==> config.mk <==
export PLATFORM = sky130hd
export DESIGN_NAME = ibuf_fetch_ctrl
export DESIGN_NICKNAME = d
export VERILOG_FILES = /design/src/rtl/ibuf_fetch_ctrl.sv
export SDC_FILE = /design/constraint.sdc
export NUM_CORES = 1
export LEC_CHECK = 0
export ABC_AREA = 0
export BUFFER_PORTS_ARGS = -buffer_cell sky130_fd_sc_hd__buf_2
export CORE_UTILIZATION = 50
export CTS_BUF_LIST = sky130_fd_sc_hd__clkbuf_4 sky130_fd_sc_hd__clkbuf_8 sky130_fd_sc_hd__clkbuf_16
export CTS_CLUSTER_SIZE = 40
export DETAILED_ROUTE_END_ITERATION = 16
export HOLD_SLACK_MARGIN = 0.03
export PLACE_DENSITY_LB_ADDON = 0.15
export SLEW_MARGIN = 10
export SYNTH_ARGS = -nofsm -noshare
export SYNTH_HDL_FRONTEND = slang
export SYNTH_SLANG_ARGS = --single-unit
==> constraint.sdc <==
create_clock -name clock -period 2.9 [get_ports clock]
set_input_delay 0.145 -clock clock [delete_from_list [all_inputs] [get_ports clock]]
set_output_delay 0.145 -clock clock [all_outputs]
set_load 0.02 [all_outputs]
==> src/rtl/ibuf_fetch_ctrl.sv <==
// Instruction fetch controller: sequences fetch PCs into the icache and emits per-slot valid masks toward the instruction buffer.
// Latency: fetch_req_o/inst_vld_o are combinational from state and inputs; PC and state update on the next rising edge.
// Backpressure: ibuf_full_i drops fetch_req_o at once and parks in HOLD; optional stall counter under FETCH_CTRL_STATS_EN.
module ibuf_fetch_ctrl #(
  parameter logic [63:0] RESET_PC = 64'h0
) (
  input  logic        clock,
  input  logic        reset_n,
  input  logic        flush_rt_i,
  input  logic [63:0] redirect_pc_i,
  input  logic        ibuf_full_i,
  input  logic        ic_ack_i,
  input  logic        ic_miss_i,
  input  logic        ic_fill_i,
  output logic        fetch_req_o,
  output logic [63:0] fetch_pc_o,
  output logic [7:0]  inst_vld_o
`ifdef FETCH_CTRL_STATS_EN
  ,
  output logic [31:0] stall_cnt_o
`endif
);

  typedef enum logic [2:0] {
    IDLE      = 3'd0,
    FETCH     = 3'd1,
    HOLD      = 3'd2,
    WAIT_MISS = 3'd3,
    REDIRECT  = 3'd4
  } state_t;

  // Instructions are 4-byte aligned; the low two PC bits are always cleared.
  localparam logic [63:0] PC_ALIGN = 64'hFFFF_FFFF_FFFF_FFFC;

  state_t      state;
  state_t      state_nxt;
  logic [63:0] pc;
  logic [63:0] pc_nxt;
  logic [7:0]  slot_mask;
  logic        ack_take;

  assign fetch_pc_o = pc;

  // State and fetch PC registers; reset parks in IDLE at the aligned reset vector.
  always_ff @(posedge clock or negedge reset_n) begin
    if (!reset_n) begin
      state <= IDLE;
      pc    <= RESET_PC & PC_ALIGN;
    end else begin
      state <= state_nxt;
      pc    <= pc_nxt;
    end
  end

  // Slots at or after the entry offset within the 32-byte line are valid.
  always_comb begin
    slot_mask = 8'h00;
    for (int k = 0; k < 8; k++) begin
      slot_mask[k] = (3'(k) >= pc[4:2]);
    end
  end

  // Request/valid outputs and next-state/PC selection; flush overrides everything.
  always_comb begin
    state_nxt   = state;
    pc_nxt      = pc;
    fetch_req_o = 1'b0;
    inst_vld_o  = 8'h00;

    if (state == FETCH) begin
      fetch_req_o = !ibuf_full_i;
    end

    // A miss or a flush in the same cycle discards the returned line.
    ack_take = fetch_req_o && ic_ack_i && !ic_miss_i && !flush_rt_i;
    if (ack_take) begin
      inst_vld_o = slot_mask;
    end

    if (flush_rt_i) begin
      pc_nxt    = redirect_pc_i & PC_ALIGN;
      state_nxt = REDIRECT;
    end else begin
      case (state)
        IDLE: state_nxt = FETCH;
        FETCH: begin
          if (ibuf_full_i) begin
            state_nxt = HOLD;
          end else if (ic_miss_i) begin
            state_nxt = WAIT_MISS;
          end else if (ic_ack_i) begin
            pc_nxt = {pc[63:5] + 59'd1, 5'b0_0000};
          end
        end
        HOLD: begin
          if (!ibuf_full_i) begin
            state_nxt = FETCH;
          end
        end
        WAIT_MISS: begin
          if (ic_fill_i) begin
            state_nxt = FETCH;
          end
        end
        REDIRECT: state_nxt = FETCH;
        default:  state_nxt = IDLE;
      endcase
    end
  end

`ifdef FETCH_CTRL_STATS_EN
  logic stall_cyc;

  assign stall_cyc = (state == HOLD) || (state == WAIT_MISS) ||
                     ((state == FETCH) && ibuf_full_i);

  // Saturating stall-cycle counter; only reset clears it, flush does not.
  always_ff @(posedge clock or negedge reset_n) begin
    if (!reset_n) begin
      stall_cnt_o <= 32'h0000_0000;
    end else if (stall_cyc && (stall_cnt_o != 32'hFFFF_FFFF)) begin
      stall_cnt_o <= stall_cnt_o + 32'd1;
    end
  end
`endif

endmodule

# Word level (Yosys, flattened, before mapping)
# Cells that the tools add are included.
# classes
muxes	13
n_eq_ne	9
n_addsub	1
n_reduce_logical	12
order_cmp	8
# op_table
op	count
64-bit two-way mux	5
59-bit by 1-bit adder with 59-bit output (second input constant)	1
3-bit two-way mux	5
3-bit >= comparator (first input constant)	4
3-bit case mux with 4 select lines	1
8-bit two-way mux	1
3-bit by 2-bit == test with 1-bit output (second input constant)	2
1-bit by 3-bit >= comparator with 1-bit output (first input constant)	2
2-bit by 3-bit >= comparator with 1-bit output (first input constant)	2
3-bit != test (second input constant)	2
2-bit != test (second input constant)	2
4-bit != test (second input constant)	1
4-bit AND reduction	1
2-bit nonzero test	2
3-bit by 1-bit == test with 1-bit output (second input constant)	1
3-bit == test (second input constant)	1
1-bit logical AND	3
1-bit logical NOT	3
3-bit logical NOT	1
3-bit AND reduction	1
2-bit OR reduction	1
1-bit two-way mux	1
# totals
register_bits	67
output_inout_bits	73
wordCells	45

# Logic depth before layout (Yosys ltp)
# logic_depth
depth_word	6
mapped_depth	7
mapped_depth_nobuf	6

# Worst setup path before layout
# Ideal clock, no wire load.
# synth_path
kind	flip-flop to flip-flop
from	reg pc[16] (netlist: fetch_pc_o[16])
to	reg pc[61] (netlist: fetch_pc_o[61])
path_stages_with_launch	7
t_required_ns	2.818
synth_period_minus_slack_ns	2.698
slack_ns	0.202
t_arrival_ns	2.616
cell_sequence	dfrtp_1 -> nand4_1 -> or4_1 -> or4_1 -> buf_2 -> or4_1 -> a31oi_1
# synth_between
elab_chain_cells	6
# synth_lines
item	line_no	rtl
start, declared	37	logic [63:0] pc;
start signal, assigned	48	pc <= RESET_PC & PC_ALIGN;
start signal, assigned	51	pc <= pc_nxt;
59-bit by 1-bit adder with 59-bit output	92	pc_nxt = {pc[63:5] + 59'd1, 5'b0_0000};
64-bit two-way mux	91	end else if (ic_ack_i) begin
64-bit two-way mux	89	end else if (ic_miss_i) begin
64-bit two-way mux	87	if (ibuf_full_i) begin
64-bit two-way mux	84	case (state)
64-bit two-way mux	80	if (flush_rt_i) begin
# No other way between the ends. The select of a mux whose other input is x is not followed.
# A chain may end at the register's enable or synchronous reset.

# Worst setup path in the final report
# layout_path
from	reg state[2]
to	reg pc[59] (netlist: fetch_pc_o[59])
# layout_between
elab_chain_cells	3
# layout_lines
item	line_no	rtl
start, declared	35	state_t state;
start signal, assigned	50	state <= state_nxt;
3-bit by 1-bit == test with 1-bit output	84	
2-bit nonzero test (no source line)	-	
4-bit AND reduction (no source line)	-	
# No other way between the ends.

==> results.py <==
metrics = {
    "hold_path": {
        "hp-start": "redirect_pc_i[6]",
        "holdPathEnd": "fetch_pc_o[6]$_DFFE_PN0P_",
        "hold_path_class": "primary input to flip-flop",
        "worst_hold_path.num_cells": 3,
    },
    "die": {
        "ios": 144,
        "fp.dieH_um": 89.7,
        "core-area_um2": 7330,
        "dieArea_um2": 8050,
        "row_count": 31,
        "initial_core_util": 0.525,
        "fp.dieW_um": 89.7,
    },
    "synth": {
        "ys_ff_latch": 65,
        "syn-mean-instance-area_um2": 8.28,
        "syn_inst": 465,
        "synth_top_area_share": 0.423,
        "synth_area_leader_cell": "dfrtp_1",
        "yosysWarnings": 0,
        "synth_most_common_cell": "nand2_1",
        "synth_edf_count": 0,
        "synth_area_um2": 3850,
        "ys_async_sr_fraction": 1.00,
        "ys_types": 40,
        "seq_area_frac_synth": 0.423,
        "yosys-top-cells-count": "nand2_1, dfrtp_1, o21ai_0",
        "ys_dominant_reg_cell": "dfrtp_1",
        "ys_top_cells_by_area": "dfrtp_1, nand2_1, o21ai_0, a31oi_1, nor2_1",
    },
    "placement": {
        "gp_congestion": 0.919,
        "dp_hpwl_mm": 7.91,
        "pre_cts_slack_ns": 0.0867,
        "io_buffers": 139,
    },
    "clock_tree": {
        "cts_buffer_depth": 2,
        "htreeDepth": 3,
        "path_clk_slew_ns": 0.07,
        "cts-buffers-inserted": 9,
        "cts_num_sinks": 65,
        "clk_latency_ns": 0.34,
        "clock-root-buffer": "clkbuf_8",
        "cts_tree": "done",
    },
    "power": {
        "switchingPower_w": 0.000755,
        "switching_share": 0.332,
        "p_leak_nw": 2.21,
        "combPwrFrac": 0.217,
        "power_density_nw_per_um2": 445,
        "internal-power_w": 0.00152,
        "ir_drop_mv": 0.292,
        "power_frac_clock": 0.301,
        "seq_power_share": 0.482,
    },
    "detailed_routing": {
        "vias_per_cell": 5.70,
        "wire_per_inst_um": 15.3,
        "ant_nets": 0,
        "drc_errors": 0,
        "dr.first_iter.drc_count": 268,
        "firstDrtPassIters": 4,
        "drt-total-wl_mm": 11.3,
        "via_count": 4193,
    },
    "critical_path": {
        "rrSetupSlack_ns": 0.18,
        "worstRegToRegCells": 6,
        "cp-start-kind": "flip-flop",
        "critical_path_class": "flip-flop to flip-flop",
        "crit_path_max_fanout": 10,
        "rr_endpoint": "fetch_pc_o[59]$_DFFE_PN0P_",
        "crit_required_ns": 3.17,
        "cp-end-kind": "flip-flop",
        "worst_r2r_startpoint": "state[2]$_DFFE_PN0P_",
        "cp.arrival_ns": 2.98,
    },
    "global_routing": {
        "grt_pass1_wl_mm": 18.9,
        "grt_start_max_net_pins": 66,
        "grt_usage": 0.289,
        "grt_pass1_vias": 3949,
        "antenna_found_initial": 0,
        "grt-ovfl-total": 0,
    },
    "cells_and_area": {
        "multi_input_area_um2": 2090,
        "fin_nets": 705,
        "num_antenna_cells": 0,
        "num-fill-cells": 617,
        "syn_to_final_growth_pct": 32.9,
        "area.sequential_um2": 1630,
        "layout-drive-gt1-share": 0.276,
        "final_core_util": 0.698,
    },
    "timing": {
        "fin_crit_sh": 0.937,
        "max-slew-margin-rel": 0.439,
        "finalCriticalPeriod_ns": 2.72,
        "fmax_mhz": 368,
        "slew_violations": 0,
        "setup_ws_ns": 0.184,
        "setup_viol": 0,
        "hold_slack_ns": 0.0233,
        "rsz0062_at_grt": "no",
        "tns_ns": 0,
        "tightest_slew_ns": 0.842,
        "final-hold-violation-count": 0,
        "skew_ns": 0.00944,
    },
    "status": {
        "status": "finished clean",
    },
    "flow_run": {
        "cap_violations": 0,
    },
}
-- state kept, by name, summed over array words and instances, names as in the netlist --
register / count
fetch_pc_o: 62
state: 3
-- layout make-up --
cell class / count / share of cell area
clock buffer: 11 / 0.0284
clock inverter: 4 / 0.00391
inverter: 9 / 0.00661
multi-input combinational: 368 / 0.409
sequential: 65 / 0.318
tap: 99 / 0.0242
timing repair buffer: 180 / 0.209
-- metal layers --
layer / track usage / vias up / wire, µm
li1: - / 2043 / -
met1: 0.373 / 1961 / 4970
met2: 0.488 / 169 / 5400
met3: 0.0474 / 20 / 708
met4: 0.108 / 0 / 221
met5: 0 / - / 0
-- kinds of logic after synthesis --
kind of cell / synth area share
mux: 0.00845
simple gates: 0.315
other cells: 0.000974
compound gates: 0.148
fa+ha+maj: 0.00325
flops: 0.423
xor+xnor: 0.0660
buf+inv: 0.0354
-- metrics by stage --
stage                     power, W  std cells  area, µm²
after detailed placement   0.00158        694       4670
after global placement     0.00156        694       4670
after CTS                  0.00228        736       5110
after floorplan            0.00137        466       3850
final                      0.00228        736       5110
after global routing       0.00237        736       5110
-- what timing repair did --
| action | 4_1_cts | 5_1_grt |
|---|---|---|
| hold endpoints to repair | 45 | 0 |
| setup endpoints to repair | 0 | 2 |
| buffers inserted | 0 | 0 |
| gates resized for setup | 0 | 1 |
| hold buffers | 27 | 0 |
-- cells in the final DEF (no fill, tap or decap), types with 3 or more instances in the layout --
| cell | netlist | routed |
|---|---|---|
| buf_2 | 1 | 139 |
| nand2_1 | 69 | 69 |
| dfrtp_1 | 65 | 65 |
| o21ai_0 | 44 | 44 |
| nor2_1 | 43 | 43 |
| dlygate4sd3_1 | 0 | 27 |
| a31oi_1 | 26 | 26 |
| nand4_1 | 24 | 24 |
| nand3_1 | 23 | 23 |
| xnor2_1 | 18 | 18 |
| or3_1 | 17 | 17 |
| buf_4 | 3 | 14 |
| nor4_1 | 13 | 13 |
| or4_1 | 14 | 13 |
| o31ai_1 | 12 | 12 |
| xor2_1 | 11 | 11 |
| and3_1 | 10 | 10 |
| clkbuf_8 | 0 | 10 |
| inv_1 | 8 | 8 |
| nor3_1 | 7 | 7 |
| a21oi_1 | 5 | 5 |
| and4_1 | 5 | 5 |
| clkinv_2 | 0 | 4 |
| or2_2 | 3 | 3 |
| and2_1 | 3 | 3 |
-- worst max-delay path, stage by stage (launching register included) --
cell and delay (ns):
dfrtp_1 0.40, or4b_4 0.56, or3_1 0.41, buf_4 0.19
or4_1 0.55, or3_1 0.38, a31oi_1 0.16
-- power by group through the flow --
| stage | registers [W] | clock network [W] | logic (W) |
|---|---|---|---|
| after detailed placement | 0.00111 | 0 | 0.000465 |
| after floorplan | 0.00119 | 0 | 0.000179 |
| after global routing | 0.00111 | 0.000719 | 0.000543 |
| after global placement | 0.00111 | 0 | 0.000456 |
| after CTS | 0.00109 | 0.000688 | 0.000495 |
| final | 0.00110 | 0.000685 | 0.000494 |
-- worst max path at each step --
stage	slack [ns]	start	end	cells past startpoint
finish	0.18	state[2]$_DFFE_PN0P_	fetch_pc_o[59]$_DFFE_PN0P_	6
CTS	0.07	state[2]$_DFFE_PN0P_	fetch_pc_o[53]$_DFFE_PN0P_	5
global placement	0.13	state[2]$_DFFE_PN0P_	fetch_pc_o[53]$_DFFE_PN0P_	5
detailed placement	0.09	state[2]$_DFFE_PN0P_	fetch_pc_o[53]$_DFFE_PN0P_	5
global route	0.02	state[1]$_DFFE_PN0P_	fetch_pc_o[58]$_DFFE_PN0P_	6
floorplan	0.20	fetch_pc_o[16]$_DFFE_PN0P_	fetch_pc_o[61]$_DFFE_PN0P_	6
Power figures use the tool's default switching activity.
